`src/rtl/ldtu_tx_scheduler.sv`:
```
// LDTU output scheduler: sync phase, then serves serializer word requests from the
// output FIFO through a one-entry prefetch register. Optional idle counter: LDTU_TX_IDLE_CNT_EN.
module ldtu_tx_scheduler #(
  parameter int                  Nbits_32    = 32,
  parameter logic [Nbits_32-1:0] IdlePattern = 32'hEAAAAAAA,
  parameter logic [Nbits_32-1:0] SyncPattern = 32'h5A5A5A5A,
  parameter int                  SyncWords   = 16
) (
  input  logic                CLK,
  input  logic                rst,
  input  logic                word_req,
  input  logic                sync_req,
  input  logic                fifo_empty,
  input  logic [Nbits_32-1:0] fifo_rd_data,
  output logic                fifo_rd_en,
  output logic [Nbits_32-1:0] DATA_out,
  output logic                word_ack,
  output logic                sync_done,
  output logic [15:0]         idle_count
);

  typedef enum logic {
    ST_SYNC = 1'b0,
    ST_RUN  = 1'b1
  } state_e;

  localparam logic [7:0] SyncLast = 8'(SyncWords - 1);

  state_e              state_q, state_d;
  logic [7:0]          sync_cnt_q, sync_cnt_d;
  logic                pf_valid_q, pf_valid_d;
  logic                rd_pending_q, rd_pending_d;
  logic [Nbits_32-1:0] pf_data_q, pf_data_d;
  logic [Nbits_32-1:0] data_q, data_d;
  logic                ack_q, ack_d;

  // Only one word may be in flight or held at a time, which hides the FIFO read latency.
  assign fifo_rd_en = (state_q == ST_RUN) && !fifo_empty && !pf_valid_q && !rd_pending_q;
  assign sync_done  = (state_q == ST_RUN);
  assign DATA_out   = data_q;
  assign word_ack   = ack_q;

  always_comb begin
    // NOTE: every output of this block gets a default first so no latch is inferred.
    state_d      = state_q;
    sync_cnt_d   = sync_cnt_q;
    pf_valid_d   = pf_valid_q;
    pf_data_d    = pf_data_q;
    rd_pending_d = rd_pending_q;
    data_d       = data_q;
    ack_d        = 1'b0;

    case (state_q)
      ST_SYNC: begin
        if (word_req) begin
          data_d = SyncPattern;
          ack_d  = 1'b1;
        end
        if (sync_req) begin
          sync_cnt_d = '0;
        end else if (word_req) begin
          if (sync_cnt_q == SyncLast) begin
            state_d    = ST_RUN;
            sync_cnt_d = '0;
          end else begin
            sync_cnt_d = sync_cnt_q + 8'd1;
          end
        end
      end
      ST_RUN: begin
        if (word_req) begin
          ack_d = 1'b1;
          if (pf_valid_q) begin
            data_d     = pf_data_q;
            pf_valid_d = 1'b0;
          end else begin
            data_d = IdlePattern;
          end
        end
        // Prefetch state survives the trip through SYNC so no word is dropped.
        if (sync_req) begin
          state_d    = ST_SYNC;
          sync_cnt_d = '0;
        end
      end
      default: state_d = ST_SYNC;
    endcase

    if (rd_pending_q) begin
      pf_data_d    = fifo_rd_data;
      pf_valid_d   = 1'b1;
      rd_pending_d = 1'b0;
    end
    if (fifo_rd_en) rd_pending_d = 1'b1;
  end

  // NOTE: sequential state uses non-blocking assignments so all registers update together.
  always_ff @(posedge CLK or posedge rst) begin
    if (rst) begin
      state_q      <= ST_SYNC;
      sync_cnt_q   <= '0;
      pf_valid_q   <= 1'b0;
      rd_pending_q <= 1'b0;
      pf_data_q    <= '0;
      data_q       <= IdlePattern;
      ack_q        <= 1'b0;
    end else begin
      state_q      <= state_d;
      sync_cnt_q   <= sync_cnt_d;
      pf_valid_q   <= pf_valid_d;
      rd_pending_q <= rd_pending_d;
      pf_data_q    <= pf_data_d;
      data_q       <= data_d;
      ack_q        <= ack_d;
    end
  end

`ifdef LDTU_TX_IDLE_CNT_EN
  logic [15:0] idle_cnt_q;
  logic        idle_word;

  assign idle_word  = (state_q == ST_RUN) && word_req && !pf_valid_q;
  assign idle_count = idle_cnt_q;

  always_ff @(posedge CLK or posedge rst) begin
    if (rst) begin
      idle_cnt_q <= '0;
    end else if (idle_word && (idle_cnt_q != 16'hFFFF)) begin
      idle_cnt_q <= idle_cnt_q + 16'd1;
    end
  end
`else
  assign idle_count = 16'h0000;
`endif

endmodule
```
`config.mk`:
```
export PLATFORM = sky130hd
export DESIGN_NAME = ldtu_tx_scheduler
export DESIGN_NICKNAME = d
export VERILOG_FILES = /design/src/rtl/ldtu_tx_scheduler.sv
export SDC_FILE = /design/constraint.sdc
export NUM_CORES = 1
export LEC_CHECK = 0
export CORE_MARGIN = 4
export CORE_UTILIZATION = 47
export CTS_CLUSTER_DIAMETER = 120
export DETAILED_ROUTE_END_ITERATION = 6
export PLACE_DENSITY = 0.79
export SLEW_MARGIN = 20
export SYNTH_ARGS = -nofsm -noshare
export SYNTH_HDL_FRONTEND = slang
export SYNTH_SLANG_ARGS = --single-unit
```
`constraint.sdc`:
```
create_clock -name CLK -period 3.25 [get_ports CLK]
set_input_delay 0.65 -clock CLK [delete_from_list [all_inputs] [get_ports CLK]]
set_output_delay 0.65 -clock CLK [all_outputs]
set_load 0.01 [all_outputs]
```
==> flow_summary.json <==
{
  "yosys_warnings": 0,
  "total_power_w": 0.00180,
  "grt_max_degree": 47,
  "power_density_nw_per_um2": 443,
  "cts_resized": 0,
  "rows": 29,
  "status": "finished clean",
  "drv_cap": 0,
  "setup.worst_path.start_class": "input port",
  "clock_power_share_pct": 42.0,
  "cts-root-buf": "clkbuf_8",
  "synth_cell_types": 37,
  "dr.pass1.iters": 4,
  "ys_ff_latch": 76,
  "cp-end-kind": "primary output",
  "ios": 88,
  "power_switching_w": 0.000391,
  "period_share_pct": 81.3,
  "cts_buffers": 9,
  "ys_seq_area_share_pct": 61.4,
  "clock-sinks": 76,
  "final-setup-viol-count": 0,
  "fin_crit_ns": 2.64,
  "final_hold_viol_count": 0,
  "dieArea_sq_um": 8040,
  "drt-total-wl_um": 6340,
  "grt_pass1_wl_um": 10100,
  "grt_use_total_pct": 17.1,
  "final_antenna_net_count": 0,
  "cp_common_cell": "clkdlybuf4s50_1",
  "synth_edf_count": 0,
  "dp_hpwl_um": 4290,
  "synth_cells": 245,
  "fmax_ghz": 0.379,
  "fp.coreArea_sq_um": 6420,
  "path_clk_slew_ns": 0.08,
  "leakage_nw": 1.79,
  "syn_area_per_cell_sq_um": 12.8,
  "antenna_found_initial": 0,
  "async_reset_ff_share_pct": 100,
  "setup_tns_ns": 0,
  "clock_path_buffers": 2,
  "die_h_um": 89.7,
  "hold_buffers": 0,
  "die_w_um": 89.7,
  "vias": 2063,
  "slowest_delay_ns": 0.61,
  "post_cts_buffers": 0,
  "grt_pass1_vias": 2134,
  "cp_max_fo": 2,
  "relSlewSlack_pct": 58.1,
  "drive_gt1_share_pct": 23.3,
  "peakVddDrop_v": 0.000229,
  "worstSetupPathType": "input port to primary output",
  "drt-initial-drc-count": 58,
  "critPathSlowestCell": "clkdlybuf4s50_1",
  "gr-total-overflow": 0,
  "start_util_pct": 48.8,
  "synthToLayoutAreaGrowth_pct": 30.0,
  "cts_max_level": 3,
  "cp_num_buf_inv": 2,
  "grt_setup_unrepaired": "no",
  "finalMaxSlewViolations": 0,
  "diodes": 0,
  "gp_congestion": 0.742,
  "worst_slew_pin_slew_ns": 0.628,
  "viasPerCell": 5.17,
  "critPathRequiredTime_ns": 2.60,
  "pwr-share-comb_pct": 5.3,
  "crit_family": "buffers and inverters",
  "insertion_delay_ns": 0.35,
  "synth-main-ff-cell": "dfrtp_1",
  "cp.arrival_ns": 1.99,
  "holdCritPathClass": "flop to flop",
  "power.internal_w": 0.00141,
  "synth_area_sq_um": 3130,
  "finClkSkew_ns": 0.00937,
  "drcViolationCount": 0,
  "worstPathCellList": "clkdlybuf4s50_1 > nor4b_1 > clkdlybuf4s50_1",
  "nets": 355,
  "wl_per_cell_um": 15.9,
  "switching_share_pct": 21.7,
  "place.port_buffers": 71,
  "cts_tree": "built",
  "p_seq_share_pct": 52.7
}
[power groups by stage]
stage          clock [W]  combinational [W]  sequential (W)
2_1_floorplan          0          0.0000546        0.000969
3_3_place_gp           0          0.0000960        0.000969
3_5_place_dp           0          0.0000971        0.000969
4_1_cts         0.000773          0.0000972        0.000951
5_1_grt         0.000817           0.000108        0.000951
6_report        0.000757          0.0000958        0.000951
[synthesized netlist by cell type (all sizes together) (2+ instances only)]
library cell / instances / share of area [%]
a21oi: 4 / 0.64
a22o: 8 / 2.2
a31oi: 7 / 1.4
and2: 2 / 0.44
and3: 2 / 0.40
buf: 23 / 4.9
clkbuf: 6 / 0.72
dfrtp: 59 / 47
dfstp: 17 / 14
inv: 10 / 1.2
mux2: 33 / 12
mux2i: 2 / 0.64
nand2: 13 / 1.6
nand3: 3 / 0.48
nor2: 14 / 1.7
o211ai: 8 / 1.9
o21ai: 9 / 1.4
o22a: 9 / 2.5
xor2: 2 / 0.56
[cell families (layout without fill, tap and decap cells)]
kind of cell,Yosys count,count (layout),share of synthesized area [%]
xor gates and xnor gates,2,2,0.559
adders and majority gates,1,1,0.399
AOI/OAI and AO/OA,50,50,12.1
other,1,16,0.120
and+or+nand+nor,40,40,6.03
muxes,35,35,12.5
buffers and inverters,40,102,6.91
DFF,76,76,61.4
[per-layer routing]
layer,up-vias,share of wire [%],track usage [%],wire length (um)
met2,70,48,27.7,3050
met1,1014,43,21.0,2750
met5,-,0,0,0
met3,10,6.7,5.75,425
met4,0,1.9,7.04,121
li1,969,-,-,-
[cells in the final DEF, fill, tap and decap left out, types with 7 or more instances in the layout]
cell / netlist / layout
a22o_1: 8 / 8
dfstp_2: 17 / 17
mux2_2: 33 / 33
clkdlybuf4s50_1: 0 / 70
inv_1: 9 / 8
o211ai_1: 8 / 8
a31oi_1: 7 / 7
nand2_1: 13 / 13
o21ai_0: 9 / 9
nor2_1: 14 / 14
dfrtp_1: 59 / 59
o22a_1: 9 / 9
conb_1: 1 / 16
clkbuf_8: 0 / 12
[sequential cells by signal (all words and copies together) (netlist names)]
register	flops
DATA_out	32
pf_data_q	32
sync_cnt_q	8
pf_valid_q	1
rd_pending_q	1
sync_done	1
word_ack	1
[path summary, 6_finish.rpt]
| path | start | endpoint | slack, ns | cells after the start |
|---|---|---|---|---|
| min | rd_pending_q | rd_pending_q | 0.44 | 1 |
| max in group asynchronous | rst | DATA_out[3] | 1.83 | 3 |
| min in group asynchronous | rst | pf_data_q[24] | 0.69 | 2 |
| max | fifo_empty | fifo_rd_en | 0.61 | 3 |
| max reg2reg | pf_valid_q | DATA_out[24] | 1.43 | 3 |
| min reg2reg | rd_pending_q | rd_pending_q | 0.44 | 1 |
[through the flow]
stage | util, % | worst slack, ns | hold WS, ns | area [sq um] | std cells
CTS | 63.4 | 0.583 | 0.445 | 4070 | 399
detailed placement | 60.1 | 0.585 | 0.434 | 3860 | 383
floorplan | - | 0.690 | 0.458 | 3190 | 260
global route | 63.4 | 0.524 | 0.456 | 4070 | 399
finish | 63.4 | 0.608 | 0.441 | 4070 | 399
global placement | 60.1 | 0.640 | 0.432 | 3860 | 383
[final cells by class]
| cell class | count | area (sq um) |
|---|---|---|
| timing repair buffer | 75 | 748 |
| fill | 504 | 2350 |
| tap | 77 | 96.3 |
| clock buffer | 13 | 169 |
| sequential | 76 | 1920 |
| multi-input combinational | 144 | 1050 |
| inverter | 11 | 41.3 |
| clock inverter | 3 | 45.0 |
No activity file was read; power rests on OpenSTA's default activity.
